### config.mk
export PLATFORM = sky130hd
export DESIGN_NAME = complex_remul_flat
export DESIGN_NICKNAME = d
export VERILOG_FILES = /design/src/rtl/complex_remul_if.sv /design/src/rtl/complex_remul.sv /design/src/flat_wrapper.sv
export SDC_FILE = /design/constraint.sdc
export NUM_CORES = 2
export LEC_CHECK = 0
export BUFFER_PORTS_ARGS = -buffer_cell sky130_fd_sc_hd__buf_2
export CORE_MARGIN = 2
export CORE_UTILIZATION = 45
export CTS_CLUSTER_SIZE = 10
export DETAILED_ROUTE_END_ITERATION = 16
export GPL_TIMING_DRIVEN = 0
export PLACE_DENSITY = 0.64
export RECOVER_POWER = 25
export SLEW_MARGIN = 20
export SYNTH_ARGS = -nofsm -noshare
export SYNTH_HDL_FRONTEND = slang
export SYNTH_SLANG_ARGS = --single-unit
### constraint.sdc
create_clock -name clock -period 7.9 [get_ports clock]
set_clock_uncertainty 0.1 [all_clocks]
set_input_delay 1.185 -clock clock [delete_from_list [all_inputs] [get_ports clock]]
set_output_delay 1.185 -clock clock [all_outputs]
set_load 0.03 [all_outputs]
### src/rtl/complex_remul_if.sv
// complex_remul_if: sample/ratio bus for the complex re-multiplier.
// The master drives the ratio, sample, strobe and enable; the slave (the
// multiplier) returns the rounded product, its strobe and the overflow flag.
interface complex_remul_if;
    logic               enable;
    logic signed [31:0] p_i;
    logic signed [31:0] p_q;
    logic signed [15:0] b_i;
    logic signed [15:0] b_q;
    logic               input_strobe;
    logic signed [15:0] a_i;
    logic signed [15:0] a_q;
    logic               output_strobe;
    logic               overflow;

    modport master (
        output enable, p_i, p_q, b_i, b_q, input_strobe,
        input  a_i, a_q, output_strobe, overflow
    );

    modport slave (
        input  enable, p_i, p_q, b_i, b_q, input_strobe,
        output a_i, a_q, output_strobe, overflow
    );
endinterface

### src/rtl/complex_remul.sv
// complex_remul: a = p * b, with p a 32-bit fixed-point complex ratio
// (FRAC_BITS fractional bits) and b a 16-bit complex sample. Four-stage
// pipeline: register inputs, partial products, combine, round and narrow.
// Optional feature macro: COMPLEX_REMUL_SATURATE_EN selects clamping of the
// narrowed result (with an overflow flag); without it the result wraps and
// overflow stays 0.
module complex_remul #(
    parameter int FRAC_BITS = 8,
    parameter int LATENCY   = 4
) (
    input logic            clock,
    input logic            reset,
    complex_remul_if.slave bus
);

    localparam logic signed [48:0] ROUND_HALF = 49'sd1 <<< (FRAC_BITS - 1);
`ifdef COMPLEX_REMUL_SATURATE_EN
    localparam logic signed [48:0] MAX_OUT = 49'sd32767;
    localparam logic signed [48:0] MIN_OUT = -49'sd32768;
`endif

    logic signed [31:0] p_i_s1, p_q_s1;
    logic signed [15:0] b_i_s1, b_q_s1;
    logic signed [47:0] ii_s2, qq_s2, iq_s2, qi_s2;
    logic signed [48:0] re_s3, im_s3;
    logic signed [15:0] a_i_r, a_q_r;
    logic               overflow_r;
    logic [LATENCY-1:0] strobe_pipe;
    logic [16:0]        narrow_re, narrow_im;

    // Round half-up, drop the fraction and narrow to 16 bits.
    // Bit 16 of the result reports that the value had to be clamped.
    function automatic logic [16:0] narrow(input logic signed [48:0] acc);
`ifdef COMPLEX_REMUL_SATURATE_EN
        logic signed [48:0] rounded;
        rounded = (acc + ROUND_HALF) >>> FRAC_BITS;
        if (rounded > MAX_OUT) begin
            return {1'b1, 16'h7FFF};
        end else if (rounded < MIN_OUT) begin
            return {1'b1, 16'h8000};
        end else begin
            return {1'b0, rounded[15:0]};
        end
`else
        return {1'b0, 16'((acc + ROUND_HALF) >>> FRAC_BITS)};
`endif
    endfunction

    assign narrow_re = narrow(re_s3);
    assign narrow_im = narrow(im_s3);

    // Stage 1: capture ratio and sample.
    always_ff @(posedge clock) begin
        if (reset) begin
            p_i_s1 <= '0;
            p_q_s1 <= '0;
            b_i_s1 <= '0;
            b_q_s1 <= '0;
        end else if (bus.enable) begin
            p_i_s1 <= bus.p_i;
            p_q_s1 <= bus.p_q;
            b_i_s1 <= bus.b_i;
            b_q_s1 <= bus.b_q;
        end
    end

    // Stage 2: four full-width signed partial products, no truncation.
    always_ff @(posedge clock) begin
        if (reset) begin
            ii_s2 <= '0;
            qq_s2 <= '0;
            iq_s2 <= '0;
            qi_s2 <= '0;
        end else if (bus.enable) begin
            ii_s2 <= 48'(p_i_s1) * 48'(b_i_s1);
            qq_s2 <= 48'(p_q_s1) * 48'(b_q_s1);
            iq_s2 <= 48'(p_i_s1) * 48'(b_q_s1);
            qi_s2 <= 48'(p_q_s1) * 48'(b_i_s1);
        end
    end

    // Stage 3: combine into real and imaginary parts with one guard bit.
    always_ff @(posedge clock) begin
        if (reset) begin
            re_s3 <= '0;
            im_s3 <= '0;
        end else if (bus.enable) begin
            re_s3 <= 49'(ii_s2) - 49'(qq_s2);
            im_s3 <= 49'(iq_s2) + 49'(qi_s2);
        end
    end

    // Stage 4: register the rounded, narrowed result and its overflow flag.
    always_ff @(posedge clock) begin
        if (reset) begin
            a_i_r      <= '0;
            a_q_r      <= '0;
            overflow_r <= 1'b0;
        end else if (bus.enable) begin
            a_i_r      <= narrow_re[15:0];
            a_q_r      <= narrow_im[15:0];
            overflow_r <= narrow_re[16] | narrow_im[16];
        end
    end

    // Strobe delay line running alongside the data; LATENCY must stay 4.
    always_ff @(posedge clock) begin
        if (reset) begin
            strobe_pipe <= '0;
        end else if (bus.enable) begin
            strobe_pipe <= {strobe_pipe[LATENCY-2:0], bus.input_strobe};
        end
    end

    assign bus.a_i           = a_i_r;
    assign bus.a_q           = a_q_r;
    assign bus.overflow      = overflow_r;
    assign bus.output_strobe = strobe_pipe[LATENCY-1];

endmodule

### src/flat_wrapper.sv
// flat-port wrapper written by rule: the top's interface ports become plain ports
module complex_remul_flat 
#(
    parameter int FRAC_BITS = 8,
    parameter int LATENCY   = 4
)
  (clock, reset, bus_enable, bus_p_i, bus_p_q, bus_b_i, bus_b_q, bus_input_strobe, bus_a_i, bus_a_q, bus_output_strobe, bus_overflow);
  complex_remul_if bus_i ();
  input logic clock;
  input logic reset;
  input wire logic [$bits(bus_i.enable)-1:0] bus_enable;
  input wire logic [$bits(bus_i.p_i)-1:0] bus_p_i;
  input wire logic [$bits(bus_i.p_q)-1:0] bus_p_q;
  input wire logic [$bits(bus_i.b_i)-1:0] bus_b_i;
  input wire logic [$bits(bus_i.b_q)-1:0] bus_b_q;
  input wire logic [$bits(bus_i.input_strobe)-1:0] bus_input_strobe;
  output wire logic [$bits(bus_i.a_i)-1:0] bus_a_i;
  output wire logic [$bits(bus_i.a_q)-1:0] bus_a_q;
  output wire logic [$bits(bus_i.output_strobe)-1:0] bus_output_strobe;
  output wire logic [$bits(bus_i.overflow)-1:0] bus_overflow;
  assign bus_i.enable = bus_enable;
  assign bus_i.p_i = bus_p_i;
  assign bus_i.p_q = bus_p_q;
  assign bus_i.b_i = bus_b_i;
  assign bus_i.b_q = bus_b_q;
  assign bus_i.input_strobe = bus_input_strobe;
  assign bus_a_i = bus_i.a_i;
  assign bus_a_q = bus_i.a_q;
  assign bus_output_strobe = bus_i.output_strobe;
  assign bus_overflow = bus_i.overflow;
  complex_remul #(.FRAC_BITS(FRAC_BITS), .LATENCY(LATENCY)) u_core (.clock(clock), .reset(reset), .bus(bus_i));
endmodule
; ---- After elaboration in Yosys (flattened, before gate mapping)
; Index checks and enable logic that the tools add are counted.
[word_totals]
reg_bits = 276
inputBits = 100
out_inout_bits = 34
elab_cells = 21
[op_classes]
add_sub_neg = 4
mul = 4
[op_table]
columns = op, n
row1 = 32-bit by 16-bit multiplier with 24-bit output, 4
row2 = "24-bit by 9-bit adder with 24-bit output, second input constant", 2
row3 = 24-bit adder, 1
row4 = 24-bit subtractor, 1

; ---- Depth between registers and ports, before layout
[depth]
word_depth = 1
mapped_depth = 25
ltp_nobuf = 22

; ---- Worst setup path before layout
; OpenSTA, ideal clock, no wires.
[synth_timing]
path_type = reg-to-reg
from = register u_core.b_q_s1[1]
to = register u_core.iq_s2[22]
setup_time_ps = 63
arrival_time_ps = 6046
t_required_ps = 7737
setup_slack_ps = 1691
path_stages_with_launch = 23
path_buffers = 2
period_less_slack_ps = 6209
cell_sequence = dfxtp_1 > clkbuf_1 > clkbuf_1 > nand2_1 > fa_1 > fa_1 > fa_1 > fa_1 > inv_1 > fa_1 > inv_1 > fa_1 > inv_1 > ha_1 > a21oi_1 > nand2_1 > a2bb2oi_1 > a21o_1 > a31o_2 > a21o_1 > a21o_1 > a2111o_1 > nand3_1
[synth_via]
elab_chain_len = 1
[synth_rtl]
columns = element, line_no
row1 = "start, declared", complex_remul.sv:23  ; logic signed [15:0] b_i_s1, b_q_s1;
row2 = "start signal, assigned", complex_remul.sv:63  ; b_q_s1 <= bus.b_q;
row3 = 32-bit by 16-bit multiplier with 24-bit output, complex_remul.sv:77  ; iq_s2 <= 48'(p_i_s1) * 48'(b_q_s1);
row4 = "end signal, assigned", complex_remul.sv:77
row5 = "end, declared", complex_remul.sv:24  ; logic signed [47:0] ii_s2, qq_s2, iq_s2, qi_s2;
; No other way between the ends.
; A chain may end at the register's enable or synchronous reset.

; ---- Final worst setup path
[layout_timing]
from = register u_core.b_i_s1[10]
to = register u_core.ii_s2[23]
[layout_via]
elab_chain_len = 1
[layout_rtl]
columns = element, line_no
row1 = "start, declared", complex_remul.sv:23
row2 = "start signal, assigned", complex_remul.sv:62  ; b_i_s1 <= bus.b_i;
row3 = 32-bit by 16-bit multiplier with 24-bit output, complex_remul.sv:75  ; ii_s2 <= 48'(p_i_s1) * 48'(b_i_s1);
row4 = "end signal, assigned", complex_remul.sv:75
row5 = "end, declared", complex_remul.sv:24
; No other way between the ends.

==> flow_summary.yaml <==
status:
  status: "completed"
detailed_routing:
  viasPerCell: 5.28
  drt-wirelength-per-cell_um: 22.6
  drt_iter0_drc: 2799
  drt-pass1-iter-count: 6
  wirelength_um: 144000
  drc: 0
  vias: 33800
  ant_nets: 0
cts:
  clock_sinks: 246
  htree_num_levels: 1
  numCtsBuffers: 29
  cts.path.max_buffers: 3
  cts_setup_buffers: 0
  cts.repair.resized: 7
  cts-root-buf: "clkbuf_16"
  clkLatencyLatePin_ns: 0.61
  cts_tree: "yes"
  clk_pin_slew_ns: 0.06
  hold_buffers: 0
floorplanning:
  start_util_pct: 45.3
  die_y_um: 312
  die_w_um: 312
  fp.dieArea_um2: 97600
  core_area_um2: 94600
  rows: 113
  io_pins: 134
critical_path:
  crit_top_cell: "fa_1"
  cp_max_fo: 10
  cp_num_buf_inv: 5
  arrival_ns: 8.28
  worstSetupEndpointType: "flop"
  critPathMaxStageDelay_ns: 0.82
  cp_top_family: "adder cells"
  path_cells: "clkbuf_2, clkbuf_1, nand2_1, fa_1, inv_1, fa_1, fa_1, fa_1, fa_1, inv_1, fa_1, inv_1, ha_1, nand2_1, nor4_1, o2111ai_1, nand2_1, nor4_1, o41ai_2, xnor2_2, a211oi_1"
  critical_path_class: "flop to flop"
  critical_path.slowest_cell: "clkbuf_1"
  cp-start-kind: "flop"
  worst_ep_required_time_ns: 8.30
synthesis:
  synthCells: 4964
  yosysSeqAreaShare_pct: 11.5
  synth.distinct_cells: 61
  synthArstFlopShare_pct: 0
  ys_warn_count: 0
  synth_edf_count: 0
  syn_nets: 6182
  synth_area_um2: 42800
  synth_ff_type: "dfxtp_1"
  synth-seq-cells: 246
  syn_avg_cell_area_um2: 8.63
global_route:
  grtUsageMet3_pct: 7.86
  gr-total-overflow: 0
  antenna_found_initial: 17
  grt_use_met2_pct: 46.5
  busiest_layer: "met2"
  grt_first_pass_wirelength_um: 217000
  grt_max_degree: 16
  grt_pass1_vias: 34300
  grtUsageTotal_pct: 30.1
  use_met1_pct: 40.0
power:
  powerDensity_nw_per_um2: 126
  p_leak_nw: 22.3
  ir_drop_uv: 181
timing:
  setup_viol: 0
  slew_viol_final: 0
  rsz0062_at_grt: "yes"
  period_minus_slack_ns: 7.88
  max_freq_mhz: 127
  period_share_pct: 99.7
  relSlewSlack_pct: 6.87
  worst_slew_pin_slew_ns: 1.40
  hold_violations: 0
final_layout:
  nNetsFinal: 6326
  area_growth_pct: 7.07
  design_area_um2: 45900
  multi_input_area_um2: 32900
  final_util_pct: 48.5
  final_cell_mix: "inv_1, fa_1, nand2_1, and2_1, ha_1"
  fillers: 9219
  ff_latch_area_um2: 4930
  final_common_cell: "inv_1"
  drive_above_1_share_pct: 3.26
placed_design:
  post-dp-hpwl_um: 116000
  gp_congestion: 0.963
  placed_area_um2: 45000
  io_buffers: 115
worst_hold_path:
  hold_path.class: "flop to flop"
job:
  cap_violations: 0
==> cell usage after synthesis, drive strengths merged, types with 17 or more instances <==
| library cell | count | area, µm² |
|---|---|---|
| xor2 | 74 | 648 |
| o21ai | 66 | 330 |
| a211oi | 47 | 358 |
| buf | 17 | 67.6 |
| o21a | 18 | 135 |
| clkbuf | 256 | 961 |
| dfxtp | 246 | 4920 |
| inv | 1068 | 4010 |
| nor3 | 25 | 125 |
| nor2 | 288 | 1080 |
| a21oi | 78 | 394 |
| fa | 768 | 15400 |
| xnor2 | 160 | 1400 |
| nand3 | 41 | 205 |
| a21o | 39 | 294 |
| and2 | 477 | 2980 |
| nand2b | 28 | 175 |
| nand2 | 617 | 2320 |
| mux2i | 155 | 1550 |
| ha | 350 | 4380 |
==> cell type report <==
cell class	instances	share of cell area, %
antenna	7	0.0382
buffer	270	2.32
clock buffer	37	1.71
clock inverter	2	0.0546
inverter	1068	8.74
multi-input combinational	3377	71.7
sequential	246	10.7
tap	1265	3.45
timing repair buffer	116	1.20
==> cells by family after synthesis <==
| kind of cell | synth area share [%] |
|---|---|
| other | 0.00876 |
| XOR/XNOR | 4.79 |
| AND/OR/NAND/NOR | 16.9 |
| buffers and inverters | 11.8 |
| multiplexers | 3.62 |
| AO/OA/AOI/OAI | 5.25 |
| flip-flops | 11.5 |
| adder cells (fa/ha/maj) | 46.1 |
==> power by group <==
part	total (mW)	internal (mW)	switching, mW	leakage [nW]
logic	2.98	1.05	1.93	19.9
registers	1.58	1.40	0.177	2.02
clock network	1.23	0.685	0.544	0.399
==> state kept, by name, indices dropped and copies added (netlist names) <==
signal and count:
u_core.b_i_s1 16, u_core.b_q_s1 16, u_core.bus.a_i 16, u_core.bus.a_q 16, u_core.ii_s2 24, u_core.im_s3 17, u_core.iq_s2 24, u_core.p_i_s1 24
u_core.p_q_s1 24, u_core.qi_s2 24, u_core.qq_s2 24, u_core.re_s3 17, u_core.strobe_pipe 4
==> final timing paths <==
kind         depth (start not counted)  slack (ns)              start          endpoint
max                                 21        0.02  u_core.b_i_s1[10]  u_core.ii_s2[23]
min                                  2        0.36    u_core.qq_s2[0]   u_core.qq_s2[0]
max reg2reg                         21        0.02  u_core.b_i_s1[10]  u_core.ii_s2[23]
min reg2reg                          2        0.36    u_core.qq_s2[0]   u_core.qq_s2[0]
==> stage by stage <==
| step | hold slack (ns) | setup WS (ns) | total power [mW] | TNS (ns) | std cells |
|---|---|---|---|---|---|
| final | 0.363 | 0.0249 | 5.78 | 0 | 6388 |
| after floorplan | 0.325 | 1.69 | 3.41 | 0 | 4964 |
| after global placement | 0.344 | -0.486 | 4.44 | -1.96 | 6344 |
| after detailed placement | 0.353 | -0.440 | 4.49 | -0.946 | 6345 |
| after CTS | 0.360 | 0.00526 | 5.73 | 0 | 6382 |
| after global routing | 0.379 | -0.0925 | 6.15 | -0.103 | 6381 |
==> layer usage <==
metal	part of all wire [%]	vias up	routed length, µm
met3	11	302	15200
met1	41	16800	58800
li1	-	15100	-
met2	44	1528	63000
met4	5.0	16	7200
met5	0.075	-	109
==> worst min-delay path, stage by stage (launching register included) <==
cell	delay, ns
dfxtp_1	0.31
nand2_1	0.06
a21oi_1	0.05
(Power assumes the default switching activity.)
